`src/rtl/countdown_100.sv`:
```
// countdown_100 - loadable down-counter / interval timer, programmed value .. 0
//
// Counts from the reload register (0..MAX) down to 0, then pulses o_done.
// With i_auto_reload high it reloads and keeps running (periodic event),
// otherwise it parks in DONE with o_cnt = 0 until started or cleared.
//
// Ports
//   clk            rising-edge clock
//   reset_n        synchronous active-low reset
//   i_load         capture min(i_load_val, MAX) into the reload register
//   i_load_val     reload value
//   i_start        (re)start countdown from the reload register
//   i_pause        level, holds the count while in RUN
//   i_clear        abort to IDLE, no done pulse
//   i_auto_reload  level, on reaching 0 reload and continue
//   o_cnt          current count (registered)
//   o_busy         high while in RUN (registered)
//   o_done         one-cycle pulse per completed countdown (registered)
//   o_bcd_tens/o_bcd_ones  decimal digits of o_cnt (only with COUNTDOWN_BCD_EN)
//
// Optional feature macro: COUNTDOWN_BCD_EN adds the registered BCD digit outputs.
//
// state | meaning
// IDLE  | not counting, o_cnt = 0
// RUN   | counting down (or paused)
// DONE  | countdown finished, o_cnt held at 0

module countdown_100 #(
  parameter int MAX   = 99,
  parameter int CNT_W = 7
) (
  input  logic             clk,
  input  logic             reset_n,
  input  logic             i_load,
  input  logic [CNT_W-1:0] i_load_val,
  input  logic             i_start,
  input  logic             i_pause,
  input  logic             i_clear,
  input  logic             i_auto_reload,
  output logic [CNT_W-1:0] o_cnt,
  output logic             o_busy,
  output logic             o_done
`ifdef COUNTDOWN_BCD_EN
  ,
  output logic [3:0]       o_bcd_tens,
  output logic [3:0]       o_bcd_ones
`endif
);

  typedef enum logic [1:0] {
    IDLE = 2'd0,
    RUN  = 2'd1,
    DONE = 2'd2
  } state_t;

  localparam logic [CNT_W-1:0] MAX_VAL = CNT_W'(MAX);

  state_t           state, state_nxt;
  logic [CNT_W-1:0] reload, reload_nxt;
  logic [CNT_W-1:0] cnt_nxt;
  logic             busy_nxt;
  logic             done_nxt;

  always_ff @(posedge clk) begin
    if (!reset_n) begin
      state  <= IDLE;
      reload <= MAX_VAL;
      o_cnt  <= '0;
      o_busy <= 1'b0;
      o_done <= 1'b0;
    end else begin
      state  <= state_nxt;
      reload <= reload_nxt;
      o_cnt  <= cnt_nxt;
      o_busy <= busy_nxt;
      o_done <= done_nxt;
    end
  end

  // Load is independent of the count path: a load together with a start
  // still lands in the reload register, while the start uses the old value.
  always_comb begin
    state_nxt  = state;
    reload_nxt = reload;
    cnt_nxt    = o_cnt;
    done_nxt   = 1'b0;

    if (i_load)
      reload_nxt = (i_load_val > MAX_VAL) ? MAX_VAL : i_load_val;

    if (i_clear) begin
      state_nxt = IDLE;
      cnt_nxt   = '0;
    end else if (i_start) begin
      state_nxt = RUN;
      cnt_nxt   = reload;
    end else if (state == RUN && !i_pause) begin
      if (o_cnt != '0) begin
        cnt_nxt = o_cnt - CNT_W'(1);
      end else begin
        done_nxt = 1'b1;
        if (i_auto_reload)
          cnt_nxt = reload;
        else
          state_nxt = DONE;
      end
    end

    busy_nxt = (state_nxt == RUN);
  end

`ifdef COUNTDOWN_BCD_EN
  // Digits are kept as a cascaded BCD down-counter next to the binary one;
  // the reload register's digits are converted once at load time so a start
  // or reload only copies them.
  logic [7:0] reload_bcd, reload_bcd_nxt;
  logic [3:0] tens_nxt, ones_nxt;

  function automatic logic [7:0] to_bcd(input logic [CNT_W-1:0] v);
    logic [3:0]       t;
    logic [CNT_W-1:0] r;
    t = 4'd0;
    r = v;
    for (int i = 0; i < 9; i++) begin
      if (r >= CNT_W'(10)) begin
        r = r - CNT_W'(10);
        t = t + 4'd1;
      end
    end
    return {t, r[3:0]};
  endfunction

  always_ff @(posedge clk) begin
    if (!reset_n) begin
      reload_bcd <= to_bcd(MAX_VAL);
      o_bcd_tens <= 4'd0;
      o_bcd_ones <= 4'd0;
    end else begin
      reload_bcd <= reload_bcd_nxt;
      o_bcd_tens <= tens_nxt;
      o_bcd_ones <= ones_nxt;
    end
  end

  always_comb begin
    reload_bcd_nxt = reload_bcd;
    tens_nxt       = o_bcd_tens;
    ones_nxt       = o_bcd_ones;

    if (i_load)
      reload_bcd_nxt = to_bcd(reload_nxt);

    if (i_clear) begin
      tens_nxt = 4'd0;
      ones_nxt = 4'd0;
    end else if (i_start) begin
      tens_nxt = reload_bcd[7:4];
      ones_nxt = reload_bcd[3:0];
    end else if (state == RUN && !i_pause) begin
      if (o_cnt != '0) begin
        if (o_bcd_ones == 4'd0) begin
          ones_nxt = 4'd9;
          tens_nxt = o_bcd_tens - 4'd1;
        end else begin
          ones_nxt = o_bcd_ones - 4'd1;
        end
      end else if (i_auto_reload) begin
        tens_nxt = reload_bcd[7:4];
        ones_nxt = reload_bcd[3:0];
      end
    end
  end
`endif

endmodule

```
`config.mk`:
```
export PLATFORM = sky130hd
export DESIGN_NAME = countdown_100
export DESIGN_NICKNAME = d
export VERILOG_FILES = /design/src/rtl/countdown_100.sv
export SDC_FILE = /design/constraint.sdc
export NUM_CORES = 1
export LEC_CHECK = 0
export CORE_MARGIN = 2
export CORE_UTILIZATION = 45
export CTS_CLUSTER_DIAMETER = 120
export CTS_CLUSTER_SIZE = 8
export DETAILED_ROUTE_END_ITERATION = 12
export DONT_BUFFER_PORTS = 1
export PLACE_DENSITY_LB_ADDON = 0.25
export SYNTH_ARGS = -nofsm -noshare
export SYNTH_HDL_FRONTEND = slang
export SYNTH_SLANG_ARGS = --single-unit
export TNS_END_PERCENT = 5
```
`constraint.sdc`:
```
create_clock -name clk -period 2.5 [get_ports clk]
set_clock_uncertainty 0.2 [all_clocks]
set_input_delay 0.5 -clock clk [delete_from_list [all_inputs] [get_ports clk]]
set_output_delay 0.5 -clock clk [all_outputs]
set_load 0.005 [all_outputs]
```
==> results of run 1 <==
-- flip-flops by register name, indices dropped and copies added, names as in the netlist --
| register | flops |
|---|---|
| o_cnt | 7 |
| reload | 7 |
| state | 2 |
| o_busy | 1 |
| o_done | 1 |
-- cells by family after synthesis --
kind of cell	after synthesis	synth area share, %
simple gates	46	29.2
compound gates	31	23.3
flops	18	36.7
buf+inv	8	3.18
mux	5	5.10
fa+ha+maj	2	2.55
-- synth_stat cells, types with 2 or more instances --
library cell	number
a31oi_1	2
nor4_1	2
nand2_1	9
ha_1	2
mux2i_1	5
nor2_1	5
a21boi_0	3
and2_1	2
o22ai_1	5
clkbuf_1	3
nand3_1	7
inv_1	4
nand2b_1	5
or3_1	2
a21oi_1	5
nor3_1	3
nor2b_1	3
o21ai_0	4
dfxtp_1	18
-- power groups by stage --
stage	logic (mW)	clock network, mW	registers (mW)
3_5_place_dp	0.116	0	0.322
6_report	0.117	0.142	0.316
5_1_grt	0.132	0.165	0.318
2_1_floorplan	0.104	0	0.318
3_3_place_gp	0.116	0	0.322
4_1_cts	0.117	0.146	0.316
-- final timing paths --
kind	from	to	slack, ps	depth (start not counted)
setup / recovery	o_cnt[0]	o_cnt[5]	430	6
hold / removal	reset_n	reload[0]	60	1
setup reg to reg	o_cnt[0]	o_cnt[5]	430	6
hold reg to reg	reload[3]	reload[3]	280	2
-- area by class of cell --
| type | instances | area share (%) |
|---|---|---|
| Multi-Input combinational cell | 84 | 57.8 |
| Clock buffer | 3 | 2.20 |
| Sequential cell | 18 | 35.3 |
| Inverter | 4 | 1.47 |
| Tap cell | 27 | 3.30 |
-- routing by layer --
metal | global-route usage [%] | wire (um)
met1 | 24.6 | 965
met4 | 8.11 | 34
met2 | 31.1 | 982
met5 | 0 | 0
met3 | 5.65 | 142
-- critical path, cell delays in order (launching register included) --
cell	delay, ps
dfxtp_1	370
inv_1	130
ha_1	200
nor4b_4	400
a32o_1	380
nand2b_4	200
o22ai_1	90
-- per-stage QoR --
stage	power [mW]	cells	hold WS, ps	setup slack, ps	area (sq um)
2_1_floorplan	0.422	110	241	662	982
4_1_cts	0.579	136	59.8	462	1020
6_report	0.575	136	61.5	432	1020
3_5_place_dp	0.439	133	281	491	1000
3_3_place_gp	0.438	133	265	554	1000
5_1_grt	0.615	136	47.5	298	1020
==> flow_metrics.tcl, run 1 <==
set metrics [dict create \
    status "completed" \
    setup_tns_ps 0 \
    cts_buffer_depth 2 \
    viasPerCell 6.07 \
    core-area_sq_um 2000 \
    std_cell_rows 16 \
    multi_input_area_sq_um 591 \
    worstPathRequired_ps 2480 \
    num-fill-cells 197 \
    power_frac_seq_pct 54.9 \
    yosysWarnings 0 \
    grt_pass1_vias 819 \
    worst_pin_slew_ps 561 \
    drc 0 \
    p_sw_share_pct 28.6 \
    crit_type "register to register" \
    io_pins 23 \
    slew_headroom_pct 62.5 \
    start_kind "register" \
    cts-root-buf "clkbuf_4" \
    fin_crit_sh_pct 82.7 \
    ir_worst_vdd_mv 0.368 \
    globalplace.congestion 0.878 \
    antenna_found_initial 0 \
    worst_ep_arrival_time_ps 2050 \
    fmax_mhz 484 \
    syn_inst 110 \
    grt_max_degree 12 \
    layout_commonest_cell "dfxtp_1" \
    power.internal_uw 411 \
    synth_top_cell_by_area "dfxtp_1" \
    dieArea_sq_um 2570 \
    post_drt_wl_per_cell_um 15.6 \
    ff_latch_area_sq_um 360 \
    power.leakage_nw 0.368 \
    hold_path.class "primary input to register" \
    dr.first_iter.drc_count 24 \
    ys_seq_elements 18 \
    clk_latency_ps 290 \
    initial_core_util_pct 49.1 \
    utilization_pct 51.1 \
    detailed_place_hpwl_um 1700 \
    max_cap_violations 0 \
    syn_area_per_cell_sq_um 8.93 \
    synth_nets 126 \
    drive_above_1_share_pct 11.0 \
    endpoint_kind "register" \
    async_flop_share_pct 0 \
    yosysTopAreaCellShare_pct 36.7 \
    clkSlewWorstSetupHoldPaths_ps 100 \
    cts.sinks 18 \
    synth-seq-area-share_pct 36.7 \
    vias 825 \
    synth_ff_type "dfxtp_1" \
    comb_power_share_pct 20.4 \
    route.antenna.remaining_nets 0 \
    grt_setup_unrepaired "no" \
    cts_buffers 3 \
    synth_area_leaders "dfxtp_1, mux2i_1, nand3_1" \
    final_cell_mix "dfxtp_1, nand2_1, nand3_1" \
    finalCriticalPeriod_ps 2070 \
    powerDensity_nw_per_um2 563 \
    setup_viol 0 \
    die_w_um 50.7 \
    synth-edff-count 0 \
    drtPass1Iterations 4 \
    cts_resized 0 \
    grt_pass1_wl_um 3750 \
    cts_setup_buffers 0 \
    clockPowerShare_pct 24.7 \
    p_switching_uw 164 \
    syn-cell-area_sq_um 982 \
    synth.distinct_cells 40 \
    die_h_um 50.7 \
    hold_buffers 0 \
    grt-ovfl-total 0 \
    cts_tree "done" \
    htree_levels 1 \
    track_usage_pct 19.6 \
    finalWirelength_um 2130 \
    final_max_slew_viol_count 0 \
    io_buffer_count 0 \
    hold_viol 0 \
    cp_max_fo 8 \
    n_antenna_cell 0 \
    layout-area-overhead-vs-synth_pct 4.08 \
    finalNetCount 127 \
]
(Power assumes the default switching activity.)
==> run 2, diff against run 1 <==
- ABC_AREA: default -> 1
- clock period: 2.5 -> 1.8 ns (I/O delays scaled with it)
==> flow_metrics.tcl, run 2 <==
set metrics [dict create \
    ir_worst_vdd_mv 0.415 \
    drive_above_1_share_pct 14.3 \
    dr.first_iter.drc_count 26 \
    power.leakage_nw 0.582 \
    cts_buffers 3 \
    slew_headroom_pct 76.0 \
    whs_ps 7.48 \
    max_cap_violations 0 \
    cp_max_fo 11 \
    grt_setup_unrepaired "no" \
    vias 929 \
    synth.distinct_cells 21 \
    setup_tns_ps 0 \
    crit_family "buffers and inverters" \
    route.antenna.remaining_nets 0 \
    path_common_cell "dlygate4sd3_1" \
    detailed_place_hpwl_um 1540 \
    yosysTopAreaCellShare_pct 35.3 \
    globalplace.congestion 0.789 \
    rrSetupSlack_ps 200 \
    core-area_sq_um 2170 \
    start_kind "primary input" \
    worstPathRequired_ps 1780 \
    crit_path_max_incr_delay_ps 580 \
    synth_ff_type "dfxtp_1" \
    die_h_um 51.6 \
    antenna_found_initial 0 \
    cts_setup_buffers 0 \
    utilization_pct 53.4 \
    drc 0 \
    cts-root-buf "clkbuf_4" \
    fin_ws_ps 69.9 \
    track_usage_pct 18.7 \
    num-fill-cells 225 \
    critPathBufInv 2 \
    hold_path.class "primary input to register" \
    die_w_um 51.6 \
    finalWirelength_um 2180 \
    syn_inst 152 \
    multi_input_area_sq_um 557 \
    hold_viol 0 \
    htree_levels 1 \
    finalCriticalPeriod_ps 1730 \
    grt_pass1_vias 899 \
    dieArea_sq_um 2660 \
    yosysWarnings 0 \
    synth-seq-area-share_pct 35.3 \
    cts_tree "done" \
    grt-ovfl-total 0 \
    syn_area_per_cell_sq_um 6.71 \
    yosysMostFrequentCell "nand2_1" \
    fin_crit_sh_pct 96.1 \
    clkSlewWorstSetupHoldPaths_ps 100 \
    worst_ep_arrival_time_ps 1710 \
    synth_nets 168 \
    crit_type "primary input to register" \
    critPathSlowestCell "dlygate4sd3_1" \
    n_antenna_cell 0 \
    initial_core_util_pct 47.0 \
    grt_max_degree 13 \
    worst_pin_slew_ps 360 \
    endpoint_kind "register" \
    async_flop_share_pct 0 \
    clk_latency_ps 290 \
    finalNetCount 179 \
    ff_latch_area_sq_um 362 \
    fmax_mhz 578 \
    post_drt_wl_per_cell_um 11.5 \
    final_max_slew_viol_count 0 \
    grt_pass1_wl_um 3790 \
    synth_common_cells "nand2_1, inv_1, dfxtp_1" \
    io_pins 23 \
    place_ws_ps 88.1 \
    ys_seq_elements 18 \
    cts.sinks 18 \
    drtPass1Iterations 6 \
    final_cell_mix "nand2_1, inv_1, dfxtp_1" \
    finalPower_uw 896 \
    layout_commonest_cell "nand2_1" \
    layout-area-overhead-vs-synth_pct 13.6 \
    powerDensity_nw_per_um2 773 \
    synth_top_cell_by_area "dfxtp_1" \
    synth_area_leaders "dfxtp_1, nand2_1, inv_1" \
    syn-cell-area_sq_um 1020 \
    viasPerCell 4.92 \
    setup_viol 0 \
    status "completed" \
    path_cells "dlygate4sd3_1, a21oi_2, o21ai_0, dlygate4sd3_1" \
    std_cell_rows 17 \
    largestRegisters "o_cnt (7), reload (7), state (2)" \
    cts_buffer_depth 2 \
    synth-edff-count 0 \
    io_buffer_count 0 \
]
[run 2: where the power goes]
part	switching, mW	total, mW	internal, mW
Combinational	0.153	0.250	0.0976
Clock	0.126	0.203	0.0777
Sequential	0.0204	0.442	0.422
Total	0.299	0.896	0.597
[run 2: final cells by class]
cell class | instances | share of cell area, %
Clock buffer | 3 | 1.94
Inverter | 28 | 9.07
Multi-Input combinational cell | 104 | 48.1
Sequential cell | 18 | 31.2
Tap cell | 28 | 3.02
Timing Repair Buffer | 8 | 6.70
[run 2: final timing paths]
kind	start	to	depth (start not counted)
worst min register to register	reload[5]	reload[5]	2
worst max-delay path	i_load	reload[6]	4
worst max register to register	o_cnt[0]	o_cnt[1]	7
worst min-delay path	i_load	reload[5]	2
[run 2: what timing repair did]
action	4_1_cts	5_1_grt
endpoints found under the setup margin	0	10
resized for setup	0	8
hold buffers	7	0
endpoints found under the hold margin	5	0
[run 2: cells by family after synthesis]
| group | synth area share [%] |
|---|---|
| AOI/OAI and AO/OA | 15.2 |
| xor gates and xnor gates | 0.859 |
| adders and majority gates | 2.45 |
| buffers and inverters | 12.9 |
| DFF | 35.3 |
| and+or+nand+nor | 33.3 |
[run 2: per-stage QoR]
step / area [sq um] / std cells
6_report: 1160 / 189
5_1_grt: 1160 / 189
4_1_cts: 1130 / 188
3_5_place_dp: 1040 / 178
3_3_place_gp: 1040 / 178
2_1_floorplan: 1020 / 152
[run 2: routing by layer]
layer	routed length [um]	track usage [%]	share of wire, %	vias up
met5	0	0	0	-
met4	0	5.26	0	0
met3	112	4.89	5.1	0
met2	1060	31.2	49	25
met1	1000	23.7	46	413
li1	-	-	-	491
==> run 3, diff against run 2 <==
- ABC_AREA: 1 -> default
==> flow_metrics.tcl, run 3 (synthesis results as in run 1) <==
set metrics [dict create \
    status "finished, violations left" \
    violations "setup timing" \
    endpoint_kind "register" \
    setup_viol 1 \
    cts_buffer_depth 2 \
    htree_levels 1 \
    ff_latch_area_sq_um 363 \
    grt_pass1_wl_um 4370 \
    max_cap_violations 0 \
    grt_pass1_vias 960 \
    cts-root-buf "clkbuf_4" \
    power.leakage_nw 0.513 \
    cts_buffers 3 \
    hold_path.class "primary input to register" \
    worstPathRequired_ps 1780 \
    io_pins 23 \
    dieArea_sq_um 2570 \
    finalNetCount 153 \
    grt-ovfl-total 0 \
    fin_ws_ps -11.3 \
    final_max_slew_viol_count 0 \
    crit_type "register to register" \
    die_w_um 50.7 \
    utilization_pct 65.3 \
    viasPerCell 5.99 \
    vias 976 \
    route.antenna.remaining_nets 0 \
    finalCriticalPeriod_ps 1810 \
    cts_setup_buffers 0 \
    setup_tns_ps -11.3 \
    worst_ep_arrival_time_ps 1800 \
    detailed_place_hpwl_um 1970 \
    track_usage_pct 22.8 \
    layout-area-overhead-vs-synth_pct 33.0 \
    multi_input_area_sq_um 639 \
    globalplace.congestion 0.919 \
    drtPass1Iterations 4 \
    initial_core_util_pct 49.1 \
    die_h_um 50.7 \
    num-fill-cells 171 \
    core-area_sq_um 2000 \
    post_drt_wl_per_cell_um 16.7 \
    hold_viol 0 \
    finalWirelength_um 2720 \
    cp_max_fo 5 \
    drc 0 \
    fin_crit_sh_pct 101 \
    io_buffer_count 0 \
    powerDensity_nw_per_um2 722 \
    clkSlewWorstSetupHoldPaths_ps 110 \
    drive_above_1_share_pct 32.4 \
    largestRegisters "o_cnt (7), reload (7), state (2)" \
    clk_latency_ps 300 \
    ir_worst_vdd_mv 0.486 \
    layout_commonest_cell "buf_4" \
    n_antenna_cell 0 \
    std_cell_rows 16 \
    slew_headroom_pct 74.4 \
    fmax_mhz 552 \
    cts_tree "done" \
    worst_pin_slew_ps 382 \
    dr.first_iter.drc_count 53 \
    grt_max_degree 12 \
    final_cell_mix "buf_4, dfxtp_1, nand2_1" \
    antenna_found_initial 0 \
    grt_setup_unrepaired "yes" \
    start_kind "register" \
    cts.sinks 18 \
]
run 3: cell type report:
cell class	count	area share [%]
multi-input combinational	84	48.9
sequential	18	27.8
tap	27	2.59
timing repair buffer	26	16.8
inverter	4	1.15
clock buffer	4	2.78
run 3: per-stage QoR:
step                      std cells  worst slack [ps]  instance area (sq um)  hold WS (ps)  power (mW)
after global placement          151              6.23                   1150           225       0.655
after floorplan                 110              8.17                    996           241       0.591
final                           163             -11.3                   1310          21.3       0.943
after detailed placement        151             -8.50                   1150           227       0.659
after global routing            163             -67.6                   1310          2.00        1.00
after CTS                       162             -16.0                   1270         0.616       0.931
run 3: final timing paths:
check | start | endpoint | cells after the start | slack (ps)
max | o_cnt[1] | o_cnt[3] | 6 | -10
min | i_load | reload[4] | 2 | 20
max reg2reg | o_cnt[1] | o_cnt[3] | 6 | -10
min reg2reg | reload[3] | reload[3] | 2 | 300
run 3: worst max-delay path: stages (launching register included):
cell	delay [ps]
dfxtp_2	340
inv_2	70
ha_4	140
nor4b_4	340
a32o_2	320
nand2b_4	190
o22ai_1	110
run 3: timing repair:
| item | in CTS | in global routing |
|---|---|---|
| resized for setup | 5 | 9 |
| setup endpoints to repair | 6 | 9 |
| pin swaps | 1 | 2 |
| hold endpoints to repair | 7 | 2 |
| hold buffers | 7 | 1 |
run 3: per-layer routing:
metal  wire, um  GRT usage [%]  vias to the layer above
li1           -              -                      465
met1       1120           27.6                      456
met2       1320           38.6                       53
met3        260           8.63                        2
met4         14           4.50                        0
met5          0              0                        -
run 3: where the power goes:
part / switching (mW) / internal, mW / leakage, nW
Sequential: 0.0171 / 0.418 / 0.148
Combinational: 0.121 / 0.135 / 0.344
Clock: 0.129 / 0.123 / 0.0210
Total: 0.267 / 0.676 / 0.513
